==> config.mk <==
export PLATFORM = sky130hd
export DESIGN_NAME = sha_padder
export DESIGN_NICKNAME = d
export VERILOG_FILES = /design/src/rtl/sha_padder.sv
export SDC_FILE = /design/constraint.sdc
export NUM_CORES = 2
export LEC_CHECK = 0
export ABC_AREA = 1
export BUFFER_PORTS_ARGS = -buffer_cell sky130_fd_sc_hd__buf_2
export CORE_AREA = 2 2 412 414
export DETAILED_ROUTE_END_ITERATION = 6
export DIE_AREA = 0 0 414 416
export PLACE_DENSITY_LB_ADDON = 0.1
export REMOVE_ABC_BUFFERS = 1
export SLEW_MARGIN = 20
export SYNTH_ARGS = -nofsm -noshare
export SYNTH_HDL_FRONTEND = slang
export SYNTH_SLANG_ARGS = --single-unit
export TNS_END_PERCENT = 5
==> constraint.sdc <==
create_clock -name clk -period 3.2 [get_ports clk]
set_clock_uncertainty 0.2 [all_clocks]
set_input_delay 0.64 -clock clk [delete_from_list [all_inputs] [get_ports clk]]
set_output_delay 0.64 -clock clk [all_outputs]
set_load 0.005 [all_outputs]
==> src/rtl/sha_padder.sv <==
// FIPS 180-4 message padder: byte stream in, 512/1024-bit blocks out for sha_engine.
// The sha package supplies the mode encoding shared with the engine.
package sha;
    typedef enum logic [2:0] {
        SHA1, SHA224, SHA256, SHA384, SHA512, SHA512_224, SHA512_256
    } mode;

    function automatic logic is_wide(mode m);
        return m inside {SHA384, SHA512, SHA512_224, SHA512_256};
    endfunction
endpackage

module sha_padder (
    input  logic           clk,
    input  logic           rstn,
    input  logic           in_valid,
    output logic           in_ready,
    input  logic [7:0]     in_data,
    input  logic           in_last,
    input  sha::mode       in_mode,
    output logic           blk_valid,
    input  logic           blk_ready,
    output logic [1023:0]  blk_data,
    output sha::mode       blk_mode,
    output logic           blk_first,
    output logic           blk_last
);
    typedef enum logic [2:0] {IDLE, FILL, PAD, EMIT_DATA, EMIT_SPILL, EMIT_FINAL} state_t;

    state_t       state;
    logic [7:0]   offset;
    logic [60:0]  count;
    logic         first_pending;
    logic         marker_pending;

    logic         wide;
    logic         accept;
    logic [7:0]   nbytes;
    logic [7:0]   len_bytes;
    logic [9:0]   top;
    logic [10:0]  byte_top;
    logic [63:0]  len_bits;

    always_comb begin
        wide      = sha::is_wide((state == IDLE) ? in_mode : blk_mode);
        nbytes    = wide ? 8'd128 : 8'd64;
        len_bytes = wide ? 8'd16 : 8'd8;
        top       = wide ? 10'd1023 : 10'd511;
        byte_top  = {1'b0, top} - {offset, 3'b000};
        len_bits  = {count, 3'b000};
        accept    = in_valid & in_ready;
    end

    always_ff @(posedge clk or negedge rstn) begin
        if (!rstn) begin
            state          <= IDLE;
            in_ready       <= 1'b1;
            blk_valid      <= 1'b0;
            blk_data       <= '0;
            blk_mode       <= sha::SHA1;
            blk_first      <= 1'b0;
            blk_last       <= 1'b0;
            offset         <= '0;
            count          <= '0;
            first_pending  <= 1'b0;
            marker_pending <= 1'b0;
        end else begin
            case (state)
                IDLE: begin
                    if (accept) begin
                        blk_mode       <= in_mode;
                        blk_data       <= '0;
                        blk_data[top -: 8] <= in_data;
                        offset         <= 8'd1;
                        count          <= 61'd1;
                        first_pending  <= 1'b1;
                        marker_pending <= 1'b0;
                        if (in_last) begin
                            state    <= PAD;
                            in_ready <= 1'b0;
                        end else begin
                            state <= FILL;
                        end
                    end
                end
                FILL: begin
                    if (accept) begin
                        blk_data[byte_top[9:0] -: 8] <= in_data;
                        offset <= offset + 8'd1;
                        count  <= count + 61'd1;
                        if (in_last) begin
                            state    <= PAD;
                            in_ready <= 1'b0;
                        end else if (offset + 8'd1 == nbytes) begin
                            state     <= EMIT_DATA;
                            in_ready  <= 1'b0;
                            blk_valid <= 1'b1;
                            blk_last  <= 1'b0;
                            blk_first <= first_pending;
                        end
                    end
                end
                PAD: begin
                    // Bytes above the marker are already zero: the buffer is cleared
                    // at message start and after every emitted data block.
                    blk_valid <= 1'b1;
                    blk_first <= first_pending;
                    if (offset < nbytes)
                        blk_data[byte_top[9:0] -: 8] <= 8'h80;
                    if (offset + 8'd1 <= nbytes - len_bytes) begin
                        blk_data[63:0] <= len_bits;
                        blk_last       <= 1'b1;
                        state          <= EMIT_FINAL;
                    end else begin
                        marker_pending <= (offset == nbytes);
                        blk_last       <= 1'b0;
                        state          <= EMIT_SPILL;
                    end
                end
                EMIT_DATA: begin
                    if (blk_ready) begin
                        blk_valid     <= 1'b0;
                        blk_first     <= 1'b0;
                        blk_data      <= '0;
                        offset        <= '0;
                        first_pending <= 1'b0;
                        in_ready      <= 1'b1;
                        state         <= FILL;
                    end
                end
                EMIT_SPILL: begin
                    if (blk_ready) begin
                        blk_data <= '0;
                        if (marker_pending)
                            blk_data[top -: 8] <= 8'h80;
                        blk_data[63:0] <= len_bits;
                        blk_first      <= 1'b0;
                        blk_last       <= 1'b1;
                        first_pending  <= 1'b0;
                        state          <= EMIT_FINAL;
                    end
                end
                EMIT_FINAL: begin
                    if (blk_ready) begin
                        blk_valid <= 1'b0;
                        blk_first <= 1'b0;
                        blk_last  <= 1'b0;
                        in_ready  <= 1'b1;
                        state     <= IDLE;
                    end
                end
                default: state <= IDLE;
            endcase
        end
    end
endmodule
* After elaboration in Yosys (flattened, before gate mapping) *
Index checks and enable logic that the tools add are counted.

cells by class
  muxes and demuxes = 56
  reduce and logical (&&, ||, !) cells = 26
  shift operators = 6
  equality and inequality tests = 26
  bitwise operators = 3
  add/sub/neg operators = 6
  magnitude comparators = 2

operators with widths
  kind                          count
  $mux W1024                    6
  $pmux W1024 S5                1
  $shift A8 B12 Y1031 const A   2
  $shiftx A8 B12 Y1031          2
  $shiftx A8 B12 Y1031 const A  2
  $and A1024 B1024 Y1024        2
  $bwmux W1024                  2
  $mux W61                      2
  $pmux W61 S2                  1
  $mux W64                      1
  $add A61 B1 Y61 const B       1
  $mux W8                       4
  $reduce_and A6 Y1             5
  $mux W3                       8
  $neg A10 Y12                  2
  $pmux W8 S3                   1
  $mux W1                       20
  $ne A2 B2 Y1 const B          10
  $pmux W3 S6                   1
  $eq A8 B8 Y1                  2
  $eq A3 B3 Y1 const B          5
  $reduce_bool A3 Y1            4
  $mux W10                      1
  $reduce_and A5 Y1             2
  24 further kinds              38

word-level totals
  word-level logic and storage cells = 137
  input bits = 16
  output and inout bits = 1031
  register bits after elaboration = 1105

* Depth between registers and ports, before layout *
  depth in word-level cells = 12
  depth in mapped cells = 25
  mapped depth without buffers = 22

* Worst setup path after synthesis *
Ideal clock, no wire load.

  kind = register to register
  start = register state[2]
  end = register blk_data[944]
  setup time = 64 ps
  path buffers = 4
  cell stages (with the launch flop) = 20
  required time = 2936 ps
  data arrival time = 3305 ps
  slack = -368 ps
  clock period less this slack = 3568 ps
  cells stage by stage = dfrtp_1 buf_4 nor2_1 nand2_1 inv_1 nand2_1 nand2_1 nand2_1 nand2_1 buf_2 clkinv_1 ha_1 buf_2 buf_1 nand2_1 o21ai_0 o21ai_0 nand2_1 o21ai_0 inv_1

on the way
  longest elaborated chain between the ends = 11
  elaborated cells on any way between the ends = 40
  those cells by class = add/sub: 3; order compare: 1; eq/ne: 13; shift: 6; mux: 11; bitwise: 2; reduce/logical: 4

RTL lines
  item                                                RTL line      text
  start, declared                                     30            state_t state;
  start signal, assigned                              56            state <= IDLE;
  start signal, assigned                              79            state <= PAD;
  start signal, assigned                              82            state <= FILL;
  $logic_not A3 Y1                                    45, 68
  $mux W3                                             45            wide = sha::is_wide((state == IDLE) ? in_mode : blk_mode);
  $eq A3 B2 Y1 or $eq A3 B3 Y1 (tied branches)        9             return m inside {SHA384, SHA512, SHA512_224, SHA512_256};
  $reduce_bool A4 Y1                                  9
  $mux W10                                            48            top = wide ? 10'd1023 : 10'd511;
  $sub A10 B10 Y10 or $neg A10 Y12 (tied branches)    49, 73, 135
  $neg A10 Y12, or another cell as far along          88, 109
  $shiftx A8 B12 Y1031, or another cell as far along  109           blk_data[byte_top[9:0] -: 8] <= 8'h80;
  $bwmux W1024, or another cell as far along          109
  $mux W1024 (on tied branches)                       108, 132, 87
  $pmux W1024 S5                                      68            case (state)
  end signal, assigned by index                       73            blk_data[top -: 8] <= in_data;
  end signal, assigned by index                       88            blk_data[byte_top[9:0] -: 8] <= in_data;
  end, declared                                       23            output logic [1023:0] blk_data,

Several ways; a longest one is shown, not always the timed one. The select of a mux whose other input is x is not followed.
A chain may end at the register's enable or synchronous reset.

* Worst setup path after layout *
  start = input port in_mode[0]
  end = register blk_data[543]

on the way
  longest elaborated chain between the ends = 10
  elaborated cells on any way between the ends = 30
  those cells by class = add/sub: 3; order compare: 1; eq/ne: 5; shift: 6; mux: 11; bitwise: 2; reduce/logical: 2

RTL lines
  item                                                RTL line      text
  start, declared                                     20            input sha::mode in_mode,
  $mux W3 *                                           45
  $eq A3 B2 Y1 or $eq A3 B3 Y1 (tied branches)        9
  $reduce_bool A4 Y1 *                                9
  $mux W10                                            48
  $sub A10 B10 Y10 or $neg A10 Y12 (tied branches)    49, 73, 135
  $neg A10 Y12, or another cell as far along          88, 109
  $shiftx A8 B12 Y1031, or another cell as far along  109
  $bwmux W1024, or another cell as far along          109
  $mux W1024 (on tied branches)                       108, 132, 87
  $pmux W1024 S5                                      68

Every way passes the cells marked *; elsewhere a longest branch is shown, timed or not. The select of a mux whose other input is x is not followed.

==> results.toml <==
[final_layout]
post-route-util_pct = 44.75
layout_common_cells = "1237 x nand2_1, 1173 x inv_1, 1101 x dfrtp_1"
nets = 8863
instances_no_fill = 11160
synthToLayoutAreaGrowth_pct = 34.82
layout-drive-gt1-share_pct = 26.70
layout_commonest_cell = "nand2_1"
finalInstanceArea_mm2 = 0.07524

[pwr]
power.density_mw_per_mm2 = 798.8
p_int_w = 0.03418
p_sw_w = 0.02592
pwr-share-comb_pct = 47.8
peakVddDrop_uv = 625.2
swShare_pct = 43.13
p_clk_share_pct = 26.8
seq_power_share_pct = 25.3
p_leak_nw = 43.77

[critical_path]
cp_max_fo = 9
crit_type = "in2reg"
cp.arrival_ps = 3760
cp_slowest_stage_delay_ps = 530
required_ps = 3700
end_kind = "flop"
r2r_slack_ps = -50
cp_cell_sequence = "dlygate4sd3_1 -> buf_2 -> nand2_1 -> nand2_2 -> nand4_1 -> nand2_4 -> inv_4 -> ha_4 -> inv_2 -> nor2_1 -> nor2_1 -> nor2_2 -> inv_2 -> nand2_8 -> buf_12 -> buf_12 -> buf_12 -> nor3_4 -> nand3_1 -> o211a_1"
critPathBufInv = 8
critical_path.top_delay_family = "simple AND/OR/NAND/NOR gates"
cpMaxStageDelayCell = "dlygate4sd3_1"
crit_top_cell = "buf_12"
critPathLaunchType = "input port"

[yosys]
netlist.area_leader.share_pct = 49.50
synth_area_leaders = "dfrtp_1 50%, o21ai_0 8.8%, nand2_1 8.5%, inv_1 8.0%, a21oi_1 3.9%"
ys_types = 53
synthFlopType = "dfrtp_1"
synth_area_mm2 = 0.05581
seq_area_frac_synth_pct = 49.55
synth_warnings = 0
synth_edf_count = 0
avgSynthCellArea_um2 = 7.788
ys_seq_elements = 1105
syn_inst = 7166
yosys.area.top_type = "dfrtp_1"
synthArstFlopShare_pct = 100.0

[timing]
worst_slew_pin_slew_ps = 832.4
finalSetupViolations = 20
max_freq_mhz = 306.3
min_period_ps = 3265
setup_ws_ps = -64.71
hold_slack_ps = 111.1
drv_slew = 0
rsz0062_at_grt = "true"
post-route-period-util_pct = 102.0
finalHoldViolations = 0
max-slew-margin-rel_pct = 44.45

[global_routing]
grt_pass1_wl_um = 412900
gr-usage-all-layers_pct = 32.96
antenna_found_initial = 11
grt_overflow = 0
grt_pass1_vias = 56390
grt_max_degree = 103

[clock_network]
h-tree-depth = 4
clockRootBuffer = "clkbuf_16"
cts_tree = "yes"
cts_buffers = 136
max-clock-path-buffers = 3
clk_latency_ps = 810
clk_pin_slew_ps = 60
clock-sinks = 1105

[die]
start_util_pct = 33.19
fp.dieH_um = 416
die_w_um = 414
core_mm2 = 0.1681
dieArea_mm2 = 0.1722
num_rows = 151
num_io_pins = 1047

[routing]
ant_nets = 0
routed_wirelength_um = 292900
viasPerCell = 5.255
vias = 58670
dr.pass1.iters = 6
post-route-drc-count = 0
wl_per_cell_um = 26.24
drt_iter0_markers = 5153

[placement]
dp_hpwl_um = 227000
dp_cells = 10880
placed_cell_area_mm2 = 0.06897
placement.io_buffers = 1046
gp_congestion = 0.9900

[hold_path]
min_path_type = "in2reg"

[outcome]
status = "complete, but fails checks"
violations = "negative setup slack"

[flow_run]
drv_cap = 0
[power by group through the flow]
stage / clock, W / sequential (W) / combinational [W]
5_1_grt: 0.0169 / 0.0153 / 0.0307
4_1_cts: 0.0164 / 0.0152 / 0.0270
3_5_place_dp: 0 / 0.0154 / 0.0259
6_report: 0.0161 / 0.0152 / 0.0287
2_1_floorplan: 0 / 0.0153 / 0.00975
3_3_place_gp: 0 / 0.0154 / 0.0258
[per-layer routing]
metal  vias to the layer above  GRT usage (%)  share of wire [%]
li1                      26920              -                  -
met1                     28970          42.00                 41
met2                      2231          52.83                 46
met3                       536          7.719                7.2
met4                         6          15.66                5.5
met5                         -              0              0.015
[path summary, 6_finish.rpt]
path,startpoint,end,cells after the start
max,in_mode[0],blk_data[543]$_DFFE_PN0P_,20
min reg2reg,blk_first$_DFFE_PN0P_,blk_first$_DFFE_PN0P_,2
min in group asynchronous,rstn,blk_data[736]$_DFFE_PN0P_,2
max in group asynchronous,rstn,blk_data[802]$_DFFE_PN0P_,4
max reg2reg,state[2]$_DFFE_PN0P_,blk_data[543]$_DFFE_PN0P_,20
min,in_data[5],blk_data[509]$_DFFE_PN0P_,3
[worst reg2reg max path, cell delays in order, from the launching register on]
cell	delay (ps)
dfrtp_1	390
nor2_2	150
nand2_2	130
inv_2	90
nand2_2	60
nand4_1	150
nand2_4	80
inv_4	80
ha_4	190
inv_2	50
nor2_1	40
nor2_1	110
nor2_2	60
inv_2	100
nand2_8	170
buf_12	230
buf_12	130
buf_12	140
nor3_4	320
nand3_1	120
o211a_1	140
[flip-flops by register name, summed over array words and instances (netlist names)]
name / flops
blk_data: 1024
count: 61
offset: 8
blk_mode: 3
state: 3
blk_first: 1
blk_last: 1
blk_valid: 1
first_pending: 1
in_ready: 1
marker_pending: 1
[per-stage QoR]
step                      power (W)  worst slack, ps  setup TNS, ps
after global routing        0.06298           -151.8         -20250
after global placement      0.04127           -568.7        -279890
final                       0.06010           -64.71         -269.9
after CTS                   0.05867           -53.13         -596.4
after detailed placement    0.04132           -540.7        -271600
after floorplan             0.02503           -11490       -8500680
[synth_stat cells (38+ instances only)]
cell type / number
o22ai_1: 263
a21oi_1: 439
nand4_1: 89
inv_1: 1195
dfrtp_1: 1104
o21ai_0: 979
a31oi_1: 57
o211ai_1: 38
nor2_1: 585
clkbuf_1: 112
nand2_1: 1258
buf_2: 126
nor3_1: 91
nor2_2: 53
nand3_1: 240
o21ai_1: 166
[cells by family after synthesis]
family | count (synthesis) | share of synthesized area, %
fa+ha+maj | 11 | 0.2466
compound gates | 2074 | 20.23
simple gates | 2425 | 18.69
buf+inv | 1524 | 10.82
flops | 1105 | 49.55
xor+xnor | 7 | 0.1099
mux | 20 | 0.3587
[final cells by class]
| type | count | area, um^2 |
|---|---|---|
| sequential | 1105 | 27660 |
| fill | 17370 | 92910 |
| timing repair buffer | 1831 | 12590 |
| multi-input combinational | 4537 | 22960 |
| clock inverter | 49 | 683.2 |
| tap | 2218 | 2775 |
| inverter | 1225 | 4636 |
| antenna | 6 | 15.01 |
| clock buffer | 193 | 3909 |
[timing repair]
action	CTS	global route
cloned	5	5
endpoints found under the setup margin	930	1016
setup buffers	7	15
pin swaps	10	22
hold buffers	8	0
hold endpoints to repair	88	0
gates resized for setup	58	356
Note: power is estimated with default switching activity, not from simulation.
